$ cat src/rtl/pipeline_ctrl_pkg.sv
// Shared types and default parameters for the pipeline sequencing controller.
package pipeline_ctrl_pkg;

    localparam int REG_W_DEF        = 5;
    localparam int PC_W_DEF         = 12;
    localparam int DRAIN_CYCLES_DEF = 3;
    localparam int STALL_CNT_W      = 16;

    typedef enum logic [1:0] {
        ST_RUN   = 2'd0,
        ST_DRAIN = 2'd1,
        ST_HALT  = 2'd2
    } state_e;

endpackage

$ cat src/rtl/pipeline_ctrl_hazard_detect.sv
// Load-use comparator: the instruction in ID reads a register that the load in EX
// has not yet produced.
module hazard_detect
    import pipeline_ctrl_pkg::*;
#(
    parameter int REG_W = REG_W_DEF
) (
    input  logic             ex_valid,
    input  logic             ex_is_load,
    input  logic [REG_W-1:0] ex_rd,
    input  logic [REG_W-1:0] id_rs1,
    input  logic [REG_W-1:0] id_rs2,
    input  logic             id_use_rs1,
    input  logic             id_use_rs2,
    output logic             lu
);

    logic load_writes;
    logic rs1_match;
    logic rs2_match;

    // x0 is hardwired to zero, so a load targeting it never produces a dependency.
    assign load_writes = ex_valid & ex_is_load & (ex_rd != '0);
    assign rs1_match   = id_use_rs1 & (id_rs1 == ex_rd);
    assign rs2_match   = id_use_rs2 & (id_rs2 == ex_rd);
    assign lu          = load_writes & (rs1_match | rs2_match);

endmodule

$ cat src/rtl/pipeline_ctrl.sv
// Pipeline sequencer: per-stage hold/flush decode, mispredict redirect, memory-busy
// freeze and halt drain, plus a saturating stall counter.
module pipeline_ctrl
    import pipeline_ctrl_pkg::*;
#(
    parameter int REG_W        = REG_W_DEF,
    parameter int PC_W         = PC_W_DEF,
    parameter int DRAIN_CYCLES = DRAIN_CYCLES_DEF
) (
    input  logic                   CLK,
    input  logic                   RSTn,
    input  logic [REG_W-1:0]       id_rs1,
    input  logic [REG_W-1:0]       id_rs2,
    input  logic                   id_use_rs1,
    input  logic                   id_use_rs2,
    input  logic                   id_halt,
    input  logic                   ex_valid,
    input  logic                   ex_is_load,
    input  logic [REG_W-1:0]       ex_rd,
    input  logic                   ex_mispredict,
    input  logic [PC_W-1:0]        ex_target,
    input  logic                   dmem_busy,
    output logic                   pc_latchn,
    output logic                   ifid_latchn,
    output logic                   idex_latchn,
    output logic                   exmem_latchn,
    output logic                   memwb_latchn,
    output logic                   ifid_flush,
    output logic                   idex_flush,
    output logic                   redirect,
    output logic [PC_W-1:0]        redirect_pc,
    output logic                   halted,
    output logic [STALL_CNT_W-1:0] stall_cnt
);

    localparam int CNT_W = (DRAIN_CYCLES > 1) ? $clog2(DRAIN_CYCLES) : 1;
    localparam logic [CNT_W-1:0] DRAIN_LOAD = CNT_W'(DRAIN_CYCLES - 1);

    state_e                 state_q, state_d;
    logic [CNT_W-1:0]       drain_q, drain_d;
    logic [STALL_CNT_W-1:0] stall_q, stall_d;
    logic                   halted_q, halted_d;
    logic                   stall_inc;
    logic                   lu;

    hazard_detect #(.REG_W(REG_W)) u_hazard (
        .ex_valid   (ex_valid),
        .ex_is_load (ex_is_load),
        .ex_rd      (ex_rd),
        .id_rs1     (id_rs1),
        .id_rs2     (id_rs2),
        .id_use_rs1 (id_use_rs1),
        .id_use_rs2 (id_use_rs2),
        .lu         (lu)
    );

    assign redirect_pc = ex_target;
    assign halted      = halted_q;
    assign stall_cnt   = stall_q;

    always_comb begin
        pc_latchn    = 1'b0;
        ifid_latchn  = 1'b0;
        idex_latchn  = 1'b0;
        exmem_latchn = 1'b0;
        memwb_latchn = 1'b0;
        ifid_flush   = 1'b0;
        idex_flush   = 1'b0;
        redirect     = 1'b0;
        state_d      = state_q;
        drain_d      = drain_q;
        stall_inc    = 1'b0;

        if (!RSTn) begin
            // Hold every register and present bubbles while reset is applied.
            {pc_latchn, ifid_latchn, idex_latchn, exmem_latchn, memwb_latchn} = 5'b11111;
            ifid_flush = 1'b1;
            idex_flush = 1'b1;
        end else begin
            case (state_q)
                ST_RUN: begin
                    if (dmem_busy) begin
                        {pc_latchn, ifid_latchn, idex_latchn, exmem_latchn, memwb_latchn} = 5'b11111;
                        stall_inc = 1'b1;
                    end else if (ex_mispredict) begin
                        redirect   = 1'b1;
                        ifid_flush = 1'b1;
                        idex_flush = 1'b1;
                    end else if (lu) begin
                        pc_latchn   = 1'b1;
                        ifid_latchn = 1'b1;
                        idex_flush  = 1'b1;
                        stall_inc   = 1'b1;
                    end else if (id_halt) begin
                        state_d = ST_DRAIN;
                        drain_d = DRAIN_LOAD;
                    end
                end
                ST_DRAIN: begin
                    if (dmem_busy) begin
                        {pc_latchn, ifid_latchn, idex_latchn, exmem_latchn, memwb_latchn} = 5'b11111;
                        stall_inc = 1'b1;
                    end else begin
                        // Front end frozen; bubbles follow the halt down the pipe.
                        pc_latchn   = 1'b1;
                        ifid_latchn = 1'b1;
                        idex_flush  = 1'b1;
                        if (drain_q == '0) begin
                            state_d = ST_HALT;
                        end else begin
                            drain_d = drain_q - 1'b1;
                        end
                    end
                end
                ST_HALT: begin
                    {pc_latchn, ifid_latchn, idex_latchn, exmem_latchn, memwb_latchn} = 5'b11111;
                end
                default: begin
                    {pc_latchn, ifid_latchn, idex_latchn, exmem_latchn, memwb_latchn} = 5'b11111;
                    state_d = ST_RUN;
                end
            endcase
        end
    end

    always_comb begin
        stall_d  = (stall_inc && (stall_q != '1)) ? stall_q + 1'b1 : stall_q;
        halted_d = (state_q == ST_HALT);
    end

    always_ff @(posedge CLK or negedge RSTn) begin
        if (!RSTn) begin
            state_q  <= ST_RUN;
            drain_q  <= '0;
            stall_q  <= '0;
            halted_q <= 1'b0;
        end else begin
            state_q  <= state_d;
            drain_q  <= drain_d;
            stall_q  <= stall_d;
            halted_q <= halted_d;
        end
    end

endmodule

$ cat config.mk
export PLATFORM = sky130hd
export DESIGN_NAME = pipeline_ctrl
export DESIGN_NICKNAME = d
export VERILOG_FILES = /design/src/rtl/pipeline_ctrl_pkg.sv /design/src/rtl/pipeline_ctrl_hazard_detect.sv /design/src/rtl/pipeline_ctrl.sv
export SDC_FILE = /design/constraint.sdc
export NUM_CORES = 1
export LEC_CHECK = 0
export ABC_AREA = 0
export ABC_CLOCK_PERIOD_IN_PS = 2700
export BUFFER_PORTS_ARGS = -buffer_cell sky130_fd_sc_hd__buf_4
export CAP_MARGIN = 20
export CORE_MARGIN = 2
export CORE_UTILIZATION = 45
export DETAILED_ROUTE_END_ITERATION = 16
export PLACE_DENSITY = 0.8
export REMOVE_ABC_BUFFERS = 1
export SYNTH_ARGS = -nofsm -noshare
export SYNTH_HDL_FRONTEND = slang
export SYNTH_SLANG_ARGS = --single-unit
$ cat constraint.sdc
create_clock -name CLK -period 2.7 [get_ports CLK]
set_input_delay 0.27 -clock CLK [delete_from_list [all_inputs] [get_ports CLK]]
set_output_delay 0.27 -clock CLK [all_outputs]
set_load 0.03 [all_outputs]
==> flow_summary.html <==
<table>
<tr><th>Metric</th><th>Value</th></tr>
<tr><th colspan="2">Global route</th></tr>
<tr><td>M1 GR Usage</td><td>23.90%</td></tr>
<tr><td>M2 GR Usage</td><td>33.33%</td></tr>
<tr><td>Wire length of the first global-routing pass</td><td>5.457 mm</td></tr>
<tr><td>Maximum number of pins on one net before global-route repair</td><td>30</td></tr>
<tr><td>Total routing usage reported by global routing</td><td>19.77%</td></tr>
<tr><td>Via count of the first global-routing pass</td><td>1,201</td></tr>
<tr><td>Total overflow reported by the global router</td><td>0</td></tr>
<tr><td>Global Route met3 Usage</td><td>9.595%</td></tr>
<tr><td>Antenna violations before repair</td><td>0</td></tr>
<tr><td>Most Used Layer, Global Route</td><td>met2</td></tr>
<tr><th colspan="2">Floorplan</th></tr>
<tr><td>Starting density of the core</td><td>47.46%</td></tr>
<tr><td>Width of the die</td><td>60.74 um</td></tr>
<tr><td>Vert. Die Dim</td><td>60.74 um</td></tr>
<tr><td>I/O pin total</td><td>73</td></tr>
<tr><td>Number of placement rows</td><td>20</td></tr>
<tr><td>Die outline area</td><td>3689 um^2</td></tr>
<tr><td>Core area</td><td>3053 um^2</td></tr>
<tr><th colspan="2">Clock tree</th></tr>
<tr><td>Number of clock buffers inserted by TritonCTS</td><td>3</td></tr>
<tr><td>Buffers inserted during post-CTS setup optimization</td><td>0</td></tr>
<tr><td>Clock tree from TritonCTS</td><td>yes</td></tr>
<tr><td>Cell chosen for the clock root</td><td>clkbuf_4</td></tr>
<tr><td>Worst-Skew Late Latency</td><td>0.30 ns</td></tr>
<tr><td>TritonCTS sink count</td><td>21</td></tr>
<tr><td>Number of H-tree branching levels</td><td>1</td></tr>
<tr><td>Worst-path clk slew</td><td>0.12 ns</td></tr>
<tr><td>Hold_buf cts</td><td>1</td></tr>
<tr><td>Post-CTS Resized</td><td>0</td></tr>
<tr><td>Maximum clock insertion buffer count</td><td>2</td></tr>
<tr><th colspan="2">Hold path</th></tr>
<tr><td>Hold Path Sink</td><td>state_q[1]</td></tr>
<tr><td>Number of stages on the worst hold path</td><td>3</td></tr>
<tr><td>Worst min-delay path startpoint</td><td>dmem_busy</td></tr>
<tr><td>Hold WC Path Type</td><td>input pin to flip-flop</td></tr>
<tr><th colspan="2">Logic synthesis</th></tr>
<tr><td>Prevailing post-synth register cell</td><td>dfrtp_1</td></tr>
<tr><td>Number of flops mapped to enable cells by yosys</td><td>0</td></tr>
<tr><td>Count of state elements after synthesis</td><td>21</td></tr>
<tr><td>FFs w/ async S/R, synth</td><td>100.0%</td></tr>
<tr><td>Most frequent cells after synthesis</td><td>21 x dfrtp_1, 15 x buf_4, 15 x nand2_1, 14 x xor2_1, 11 x xnor2_1</td></tr>
<tr><td>Number of distinct library cells after synthesis</td><td>44</td></tr>
<tr><td>Netlist Area Pre-Place</td><td>1449 um^2</td></tr>
<tr><td>Top-count cell post-synth</td><td>dfrtp_1</td></tr>
<tr><td>Post-Syn Area per Cell</td><td>9.856 um^2</td></tr>
<tr><td>Leading area contributor after synthesis</td><td>dfrtp_1</td></tr>
<tr><td>Synthesis warning total</td><td>0</td></tr>
<tr><td>Area share of the largest cell type after synthesis</td><td>36.27%</td></tr>
<tr><td>Post-synthesis sequential area ratio</td><td>36.27%</td></tr>
<tr><td>Top cells by area in the synthesized netlist</td><td>dfrtp_1 36%, xor2_1 8.5%, buf_4 7.8%</td></tr>
<tr><td>Post-Syn Instances</td><td>147</td></tr>
<tr><th colspan="2">Timing</th></tr>
<tr><td>Worst slew margin relative to its limit</td><td>56.03%</td></tr>
<tr><td>Hold violation total from the final report</td><td>0</td></tr>
<tr><td>Setup Skew</td><td>0.007642 ns</td></tr>
<tr><td>Final setup violation count</td><td>0</td></tr>
<tr><td>Total Neg Setup Slack</td><td>0 ns</td></tr>
<tr><td>Final worst path period share</td><td>78.56%</td></tr>
<tr><td>RSZ-0062 raised after global routing</td><td>false</td></tr>
<tr><td>Max Slew Vio Count</td><td>0</td></tr>
<tr><td>Highest clock rate</td><td>471.4 MHz</td></tr>
<tr><td>Transition at the pin with the smallest max-transition slack</td><td>0.6540 ns</td></tr>
<tr><td>Post-layout minimum cycle time</td><td>2.121 ns</td></tr>
<tr><th colspan="2">Drt</th></tr>
<tr><td>Antenna-violating nets left</td><td>0</td></tr>
<tr><td>Via-to-Cell Ratio</td><td>5.145</td></tr>
<tr><td>Routed wire length</td><td>3.261 mm</td></tr>
<tr><td>DRC violation total after the first TritonRoute iteration</td><td>72</td></tr>
<tr><td>Average wire per cell in the routed design</td><td>14.30 um</td></tr>
<tr><td>Number of design rule violations left after detail routing</td><td>0</td></tr>
<tr><td>Vias after detailed routing</td><td>1,173</td></tr>
<tr><td>Number of optimization iterations in the first detailed-route pass</td><td>4</td></tr>
<tr><th colspan="2">Critical path</th></tr>
<tr><td>Critical register-to-register path startpoint</td><td>state_q[0]</td></tr>
<tr><td>Endpoint required time on the critical path</td><td>2.94 ns</td></tr>
<tr><td>Worst reg-to-reg setup slack</td><td>0.58 ns</td></tr>
<tr><td>Crit Reg-Reg Endpoint</td><td>stall_cnt[3]</td></tr>
<tr><td>CP startpoint kind</td><td>flip-flop</td></tr>
<tr><td>WS Path Type</td><td>flip-flop to flip-flop</td></tr>
<tr><td>Sort of element at the end of the critical path</td><td>flip-flop</td></tr>
<tr><td>Reg2Reg Depth</td><td>7</td></tr>
<tr><td>CP Data Arrival Time</td><td>2.36 ns</td></tr>
<tr><td>Largest fanout on the critical path</td><td>10</td></tr>
<tr><th colspan="2">Final layout</th></tr>
<tr><td>Layout Cells excl Fill</td><td>228</td></tr>
<tr><td>Share of cells above drive strength 1</td><td>36.41%</td></tr>
<tr><td>Number of fill cells in the layout</td><td>276</td></tr>
<tr><td>Number of inserted diodes</td><td>0</td></tr>
<tr><td>Area growth from synthesis to layout</td><td>23.23%</td></tr>
<tr><td>Final #Nets</td><td>223</td></tr>
<tr><th colspan="2">Power and ir drop</th></tr>
<tr><td>Power density over cell area</td><td>691.9 nW/um^2</td></tr>
<tr><td>Largest voltage drop on the vdd net</td><td>0.3824 mV</td></tr>
<tr><td>Leakage power figure</td><td>0.8192 nW</td></tr>
<tr><th colspan="2">Run status</th></tr>
<tr><td>Result of the run</td><td>complete, no violations</td></tr>
<tr><th colspan="2">Placed design</th></tr>
<tr><td>Placed instance count</td><td>223</td></tr>
<tr><td>RD Place Congestion</td><td>0.8761</td></tr>
<tr><td>Detailed Place HPWL</td><td>2.658 mm</td></tr>
<tr><td>Port-buffer cells</td><td>48</td></tr>
<tr><th colspan="2">Flow run</th></tr>
<tr><td>Max-capacitance violation count</td><td>0</td></tr>
</table>
worst max-delay path, stage by stage (launching register included):
cell	delay, ns
dfrtp_1	0.49
nor2b_4	0.17
or4b_4	0.48
clkinv_2	0.08
a31oi_4	0.17
buf_4	0.21
nor4b_2	0.30
xor2_1	0.17
kinds of logic (layout without fill, tap and decap cells):
kind of cell | after synthesis | in the layout | share of synthesized area [%]
AO/OA/AOI/OAI | 15 | 15 | 9.067
XOR/XNOR | 25 | 25 | 15.11
adder cells (fa/ha/maj) | 2 | 2 | 1.727
buffers and inverters | 22 | 59 | 10.45
flip-flops | 21 | 21 | 36.27
multiplexers | 1 | 1 | 0.7771
AND/OR/NAND/NOR | 61 | 61 | 26.60
power by group:
group | total (mW) | internal (mW) | leakage (nW) | switching [mW]
clock network | 0.150 | 0.0552 | 0.0177 | 0.0947
logic | 0.599 | 0.254 | 0.537 | 0.345
registers | 0.486 | 0.391 | 0.265 | 0.0950
sequential cells by signal, indices dropped and copies added, names as in the netlist:
| name | cells |
|---|---|
| halted | 1 |
| stall_cnt | 16 |
| drain_q | 2 |
| state_q | 2 |
layer usage:
layer / up-vias / wire [um]
met5: - / 0
met4: 0 / 10
met3: 2 / 300
met1: 550 / 1278
li1: 573 / -
met2: 48 / 1672
placed cells by master (no fill, tap or decap), types with 3 or more instances in the layout:
master / n
nor2_1: 9
dfrtp_1: 21
xor2_1: 14
buf_4: 51
xnor2_1: 11
clkbuf_4: 3
nand3_1: 4
nand4_1: 6
nor3_1: 8
nand2_1: 15
how the worst max path moves through the flow:
stage / startpoint / to
floorplan: stall_cnt[0] / stall_cnt[1]
global placement: ex_rd[1] / stall_cnt[1]
detailed placement: stall_cnt[0] / stall_cnt[13]
CTS: stall_cnt[0] / stall_cnt[13]
global route: stall_cnt[0] / stall_cnt[13]
finish: state_q[0] / stall_cnt[3]
final cells by class:
| cell class | instances | area [um^2] | area share (%) |
|---|---|---|---|
| clock buffer | 3 | 22.52 | 1.261 |
| clock inverter | 1 | 5.005 | 0.2803 |
| timing repair buffer | 52 | 392.9 | 22.00 |
| multi-input combinational | 104 | 772.0 | 43.24 |
| sequential | 21 | 525.5 | 29.43 |
| inverter | 3 | 12.51 | 0.7008 |
| tap | 44 | 55.05 | 3.083 |
metrics by stage:
stage	power, mW	util (%)	hold slack (ns)	area [um^2]	setup slack (ns)
5_1_grt	1.327	58.48	0.3190	1785	0.3857
4_1_cts	1.253	58.48	0.3146	1785	0.5556
3_5_place_dp	1.098	57.25	0.3009	1748	0.5744
3_3_place_gp	1.064	57.25	0.2936	1748	0.6174
2_1_floorplan	0.8679	-	-0.02559	1310	0.3066
6_report	1.235	58.48	0.3235	1785	0.5788
No activity file was read; power rests on OpenSTA's default activity.
